`config.mk`:
```
export PLATFORM = sky130hd
export DESIGN_NAME = id_ex_stage_reg
export DESIGN_NICKNAME = d
export VERILOG_FILES = /design/src/rtl/id_ex_stage_reg.sv
export SDC_FILE = /design/constraint.sdc
export NUM_CORES = 1
export LEC_CHECK = 0
export CORE_UTILIZATION = 45
export CTS_BUF_LIST = sky130_fd_sc_hd__clkbuf_16
export CTS_CLUSTER_SIZE = 28
export DETAILED_ROUTE_END_ITERATION = 7
export PLACE_DENSITY = 0.86
export REMOVE_ABC_BUFFERS = 1
export SKIP_CTS_REPAIR_TIMING = 1
export SYNTH_ARGS = -nofsm -noshare
export SYNTH_HDL_FRONTEND = slang
export SYNTH_SLANG_ARGS = --single-unit
export TNS_END_PERCENT = 1
```
`constraint.sdc`:
```
create_clock -name clk -period 1.5 [get_ports clk]
set_input_delay 0.3 -clock clk [delete_from_list [all_inputs] [get_ports clk]]
set_output_delay 0.3 -clock clk [all_outputs]
set_load 0.01 [all_outputs]
```
`src/rtl/id_ex_stage_reg.sv`:
```
// ID/EX pipeline register with freeze/flush/bubble control; optional FORWARDING_EN registers src indices.
// Latency: 1 cycle input to output. Backpressure: freeze holds all state; no handshake is exposed upstream.
// Priority at each edge: freeze > flush > bubble (hazard or failed condition) > normal load.
module id_ex_stage_reg (
    input  logic        clk,
    input  logic        rst,
    input  logic        freeze,
    input  logic        flush,
    input  logic        hazard,
    input  logic        cond_pass,
    input  logic [3:0]  exec_cmd_in,
    input  logic        mem_r_en_in,
    input  logic        mem_w_en_in,
    input  logic        wb_en_in,
    input  logic        s_in,
    input  logic        b_in,
    input  logic [31:0] pc_in,
    input  logic [31:0] val_rn_in,
    input  logic [31:0] val_rm_in,
    input  logic        imm_in,
    input  logic [11:0] shift_operand_in,
    input  logic [23:0] signed_imm_24_in,
    input  logic [3:0]  dest_in,
    input  logic        carry_in,
    input  logic [3:0]  src1_in,
    input  logic [3:0]  src2_in,
    output logic [3:0]  exec_cmd_out,
    output logic        mem_r_en_out,
    output logic        mem_w_en_out,
    output logic        wb_en_out,
    output logic        s_out,
    output logic        b_out,
    output logic [31:0] pc_out,
    output logic [31:0] val_rn_out,
    output logic [31:0] val_rm_out,
    output logic        imm_out,
    output logic [11:0] shift_operand_out,
    output logic [23:0] signed_imm_24_out,
    output logic [3:0]  dest_out,
    output logic        carry_out,
    output logic [3:0]  src1_out,
    output logic [3:0]  src2_out,
    output logic        valid_out
);

    typedef struct packed {
        logic [3:0] exec_cmd;
        logic       mem_r_en;
        logic       mem_w_en;
        logic       wb_en;
        logic       s;
        logic       b;
    } ctrl_t;

    typedef struct packed {
        logic [31:0] pc;
        logic [31:0] val_rn;
        logic [31:0] val_rm;
        logic        imm;
        logic [11:0] shift_operand;
        logic [23:0] signed_imm_24;
        logic [3:0]  dest;
        logic        carry;
    } data_t;

    ctrl_t ctrl_q, ctrl_d, ctrl_in;
    data_t data_q, data_d, data_in;
    logic  valid_q, valid_d;
    logic  bubble;

    assign ctrl_in = '{exec_cmd: exec_cmd_in, mem_r_en: mem_r_en_in, mem_w_en: mem_w_en_in,
                       wb_en: wb_en_in, s: s_in, b: b_in};
    assign data_in = '{pc: pc_in, val_rn: val_rn_in, val_rm: val_rm_in, imm: imm_in,
                       shift_operand: shift_operand_in, signed_imm_24: signed_imm_24_in,
                       dest: dest_in, carry: carry_in};

    // A killed instruction is treated exactly like a hazard bubble: operands move, controls do not.
    assign bubble = hazard | ~cond_pass;

    always_comb begin
        ctrl_d  = ctrl_q;
        data_d  = data_q;
        valid_d = valid_q;
        if (freeze) begin
            ctrl_d  = ctrl_q;
        end else if (flush) begin
            ctrl_d  = '0;
            data_d  = '0;
            valid_d = 1'b0;
        end else if (bubble) begin
            ctrl_d  = '0;
            data_d  = data_in;
            valid_d = 1'b0;
        end else begin
            ctrl_d  = ctrl_in;
            data_d  = data_in;
            valid_d = 1'b1;
        end
    end

    always_ff @(posedge clk or negedge rst) begin
        if (!rst) begin
            ctrl_q  <= '0;
            data_q  <= '0;
            valid_q <= 1'b0;
        end else begin
            ctrl_q  <= ctrl_d;
            data_q  <= data_d;
            valid_q <= valid_d;
        end
    end

    assign exec_cmd_out      = ctrl_q.exec_cmd;
    assign mem_r_en_out      = ctrl_q.mem_r_en;
    assign mem_w_en_out      = ctrl_q.mem_w_en;
    assign wb_en_out         = ctrl_q.wb_en;
    assign s_out             = ctrl_q.s;
    assign b_out             = ctrl_q.b;
    assign pc_out            = data_q.pc;
    assign val_rn_out        = data_q.val_rn;
    assign val_rm_out        = data_q.val_rm;
    assign imm_out           = data_q.imm;
    assign shift_operand_out = data_q.shift_operand;
    assign signed_imm_24_out = data_q.signed_imm_24;
    assign dest_out          = data_q.dest;
    assign carry_out         = data_q.carry;
    assign valid_out         = valid_q;

`ifdef FORWARDING_EN
    logic [3:0] src1_q, src2_q;

    // Source indices follow the data-field rules: a bubble still loads them.
    always_ff @(posedge clk or negedge rst) begin
        if (!rst) begin
            src1_q <= 4'h0;
            src2_q <= 4'h0;
        end else if (!freeze) begin
            if (flush) begin
                src1_q <= 4'h0;
                src2_q <= 4'h0;
            end else begin
                src1_q <= src1_in;
                src2_q <= src2_in;
            end
        end
    end

    assign src1_out = src1_q;
    assign src2_out = src2_q;
`else
    logic unused_src;
    assign unused_src = ^{src1_in, src2_in};
    assign src1_out   = 4'h0;
    assign src2_out   = 4'h0;
`endif

endmodule

```
==> results.sh <==
export IMPL_rows=45
export IMPL_yosysUniqueCellTypes=19
export IMPL_worstSetupPathType="flop to primary output"
export IMPL_ys_seq_elements=148
export IMPL_cts_tree="yes"
export IMPL_ant_nets=0
export IMPL_stdcell_count=1132
export IMPL_slew_violations=0
export IMPL_grt_max_degree=82
export IMPL_via_per_inst=4.88
export IMPL_dp_cells=1100
export IMPL_max_freq_mhz=761
export IMPL_grt_antenna_before_repair=0
export IMPL_clk_pin_slew_ps=60
export IMPL_setup_viol=0
export IMPL_rr_worst_depth=1
export IMPL_ios=317
export IMPL_setup_tns_ps=0
export IMPL_rr_endpoint="valid_out"
export IMPL_p_int_mw=8.18
export IMPL_async_flop_share_pct=100
export IMPL_fin_worst_skew_ps=0
export IMPL_clock_sinks=148
export IMPL_final_hold_violation_count=0
export IMPL_cp_top_family="flip-flops"
export IMPL_yosys_area_top_type="dfrtp_1"
export IMPL_antenna_cells=0
export IMPL_netlist_area_sq_um=7030
export IMPL_multi_input_area_sq_um=2860
export IMPL_cts_buffer_depth=2
export IMPL_clkPwrFrac_pct=40.5
export IMPL_power_mw=10.9
export IMPL_nets=1093
export IMPL_worstReg2RegStart="valid_out"
export IMPL_finalWeightedCongestion=0.757
export IMPL_cp_end_kind="primary output"
export IMPL_drt_pass1_iterations=6
export IMPL_min_period_ps=1310
export IMPL_synth_cells=638
export IMPL_total_leakage_power_nw=6.67
export IMPL_portBuffers=300
export IMPL_path_buf_inv=1
export IMPL_synth_edf_count=0
export IMPL_status="finished, final reports clean"
export IMPL_cts_buffers=17
export IMPL_cp_slowest_stage_delay_ps=400
export IMPL_combPwrFrac_pct=18.5
export IMPL_seqPwrFrac_pct=41.0
export IMPL_fp_dieH_microns=127
export IMPL_hold_depth=3
export IMPL_startpoint_type="flop"
export IMPL_routed_wl_mm=18.5
export IMPL_crit_slowest_cell="dfrtp_1"
export IMPL_crit_chain="dlymetal6s2s_1"
export IMPL_vias=5528
export IMPL_final_fill_count=1008
export IMPL_crit_required_ps=1200
export IMPL_fin_crit_sh_pct=87.6
export IMPL_seqCellArea_sq_um=3700
export IMPL_yosysSeqAreaShare_pct=52.7
export IMPL_clk_latency_ps=410
export IMPL_power_density_nw_per_um2=986
export IMPL_hold_path_class="input pin to flop"
export IMPL_ys_warn_count=0
export IMPL_ir_drop_v=0.00111
export IMPL_fin_ws_ps=186
export IMPL_p_sw_share_pct=25.1
export IMPL_synthFlopType="dfrtp_1"
export IMPL_synth_avg_cell_area_sq_um=11.0
export IMPL_path_max_fanout=2
export IMPL_drt_iter0_drc=234
export IMPL_htree_levels=4
export IMPL_drive_gt1_share_pct=25.8
export IMPL_area_growth_pct=57.5
export IMPL_p_sw_mw=2.74
export IMPL_start_util_pct=46.2
export IMPL_maxCapViolCount=0
export IMPL_cts_root_buffer="clkbuf_16"
export IMPL_reg2reg_slack_ps=690
export IMPL_synth_area_leaders="dfrtp_1 (53%), nand2b_1 (12%), o21ai_2 (12%), nand2_2 (8.0%), buf_12 (2.8%)"
export IMPL_grt_pass1_wl_mm=28.4
export IMPL_track_usage_pct=22.7
export IMPL_synth_top_area_share_pct=52.7
export IMPL_pre_cts_ws_ps=62.4
export IMPL_die_w_microns=127
export IMPL_post_route_drc_count=0
export IMPL_grt_pass1_vias=5594
export IMPL_hold_start="freeze"
export IMPL_overflow=0
export IMPL_die_area_sq_um=16100
export IMPL_min_to="val_rn_out[21]"
export IMPL_grt_setup_unrepaired="no"
export IMPL_wl_per_cell_microns=16.4
export IMPL_core_area_sq_um=15200
export IMPL_post_dp_hpwl_mm=12.6
export IMPL_arrival_ps=1010
==> how the worst max path moves through the flow <==
| stage | from | to | slack, ps | depth (start not counted) |
|---|---|---|---|---|
| 5_1_grt | signed_imm_24_out[2] | signed_imm_24_out[2] | 150 | 1 |
| 3_5_place_dp | cond_pass | valid_out | 60 | 4 |
| 4_1_cts | signed_imm_24_out[2] | signed_imm_24_out[2] | -200 | 1 |
| 2_1_floorplan | flush | valid_out | 650 | 2 |
| 3_3_place_gp | cond_pass | valid_out | 70 | 4 |
| 6_report | signed_imm_24_out[2] | signed_imm_24_out[2] | 190 | 1 |
==> power groups by stage <==
stage	combinational, mW	clock, mW	sequential [mW]
3_3_place_gp	2.06	0	4.54
3_5_place_dp	2.09	0	4.55
6_report	2.02	4.42	4.48
4_1_cts	2.11	4.51	4.49
2_1_floorplan	0.482	0	4.69
5_1_grt	2.18	4.69	4.51
==> cell usage after synthesis (9+ instances only) <==
library cell	count
nor2b_1	9
buf_12	10
nand2b_1	138
nand2_1	48
dfrtp_1	148
o21ai_2	98
o21ai_1	27
nand2_2	90
clkbuf_2	13
a22o_1	9
clkbuf_1	13
o21ai_0	13
==> state kept, by name (all words and copies together), names as in the netlist <==
register and cells:
b_out 1, exec_cmd_out 4, pc_out 32, shift_operand_out 12, wb_en_out 1, mem_r_en_out 1
mem_w_en_out 1, s_out 1, carry_out 1, val_rm_out 32, imm_out 1, valid_out 1
dest_out 4, val_rn_out 32, signed_imm_24_out 24
==> cell families after synthesis <==
family	Yosys count	synth area share, %
other	1	0.0533
muxes	1	0.160
and+or+nand+nor	286	23.9
AOI/OAI and AO/OA	147	16.2
buffers and inverters	55	7.01
DFF	148	52.7
==> per-layer routing <==
layer	global-route usage [%]	up-vias	wire length (microns)
li1	-	2657	-
met2	39.0	206	9580
met4	6.79	0	344
met1	26.4	2635	7160
met3	8.38	30	1440
met5	0	-	0
==> metrics by stage <==
stage          area (sq um)  hold slack [ps]  util, %
4_1_cts               10700             -224     70.3
6_report              11100              262     72.8
2_1_floorplan          6560             4.41        -
5_1_grt               11100              270     72.8
3_5_place_dp          10100              223     66.3
3_3_place_gp          10100              229     66.3
==> cell type report <==
cell class / instances / area share [%]
sequential: 148 / 33.4
timing repair buffer: 323 / 33.1
multi-input combinational: 442 / 25.8
clock buffer: 17 / 3.84
tap: 188 / 2.12
clock inverter: 14 / 1.68
==> placed cells by master, fill, tap and decap left out <==
cell and n:
mux2_1 1, clkinvlp_4 4, a22o_1 9, clkinv_1 1, inv_6 1, dfrtp_1 148
clkbuf_16 17, nand2b_1 138, buf_2 1, o21ai_0 13, nor2b_1 9, bufinv_16 4
clkinv_2 3, buf_12 9, nor3b_4 1, clkdlybuf4s50_1 149, buf_6 1, conb_1 8
clkinv_4 1, dlygate4sd3_1 1, nand2_2 90, nand2_1 48, buf_8 1, buf_4 13
o21ai_2 98, o21ai_1 27, dlymetal6s2s_1 148
(Power assumes the default switching activity.)
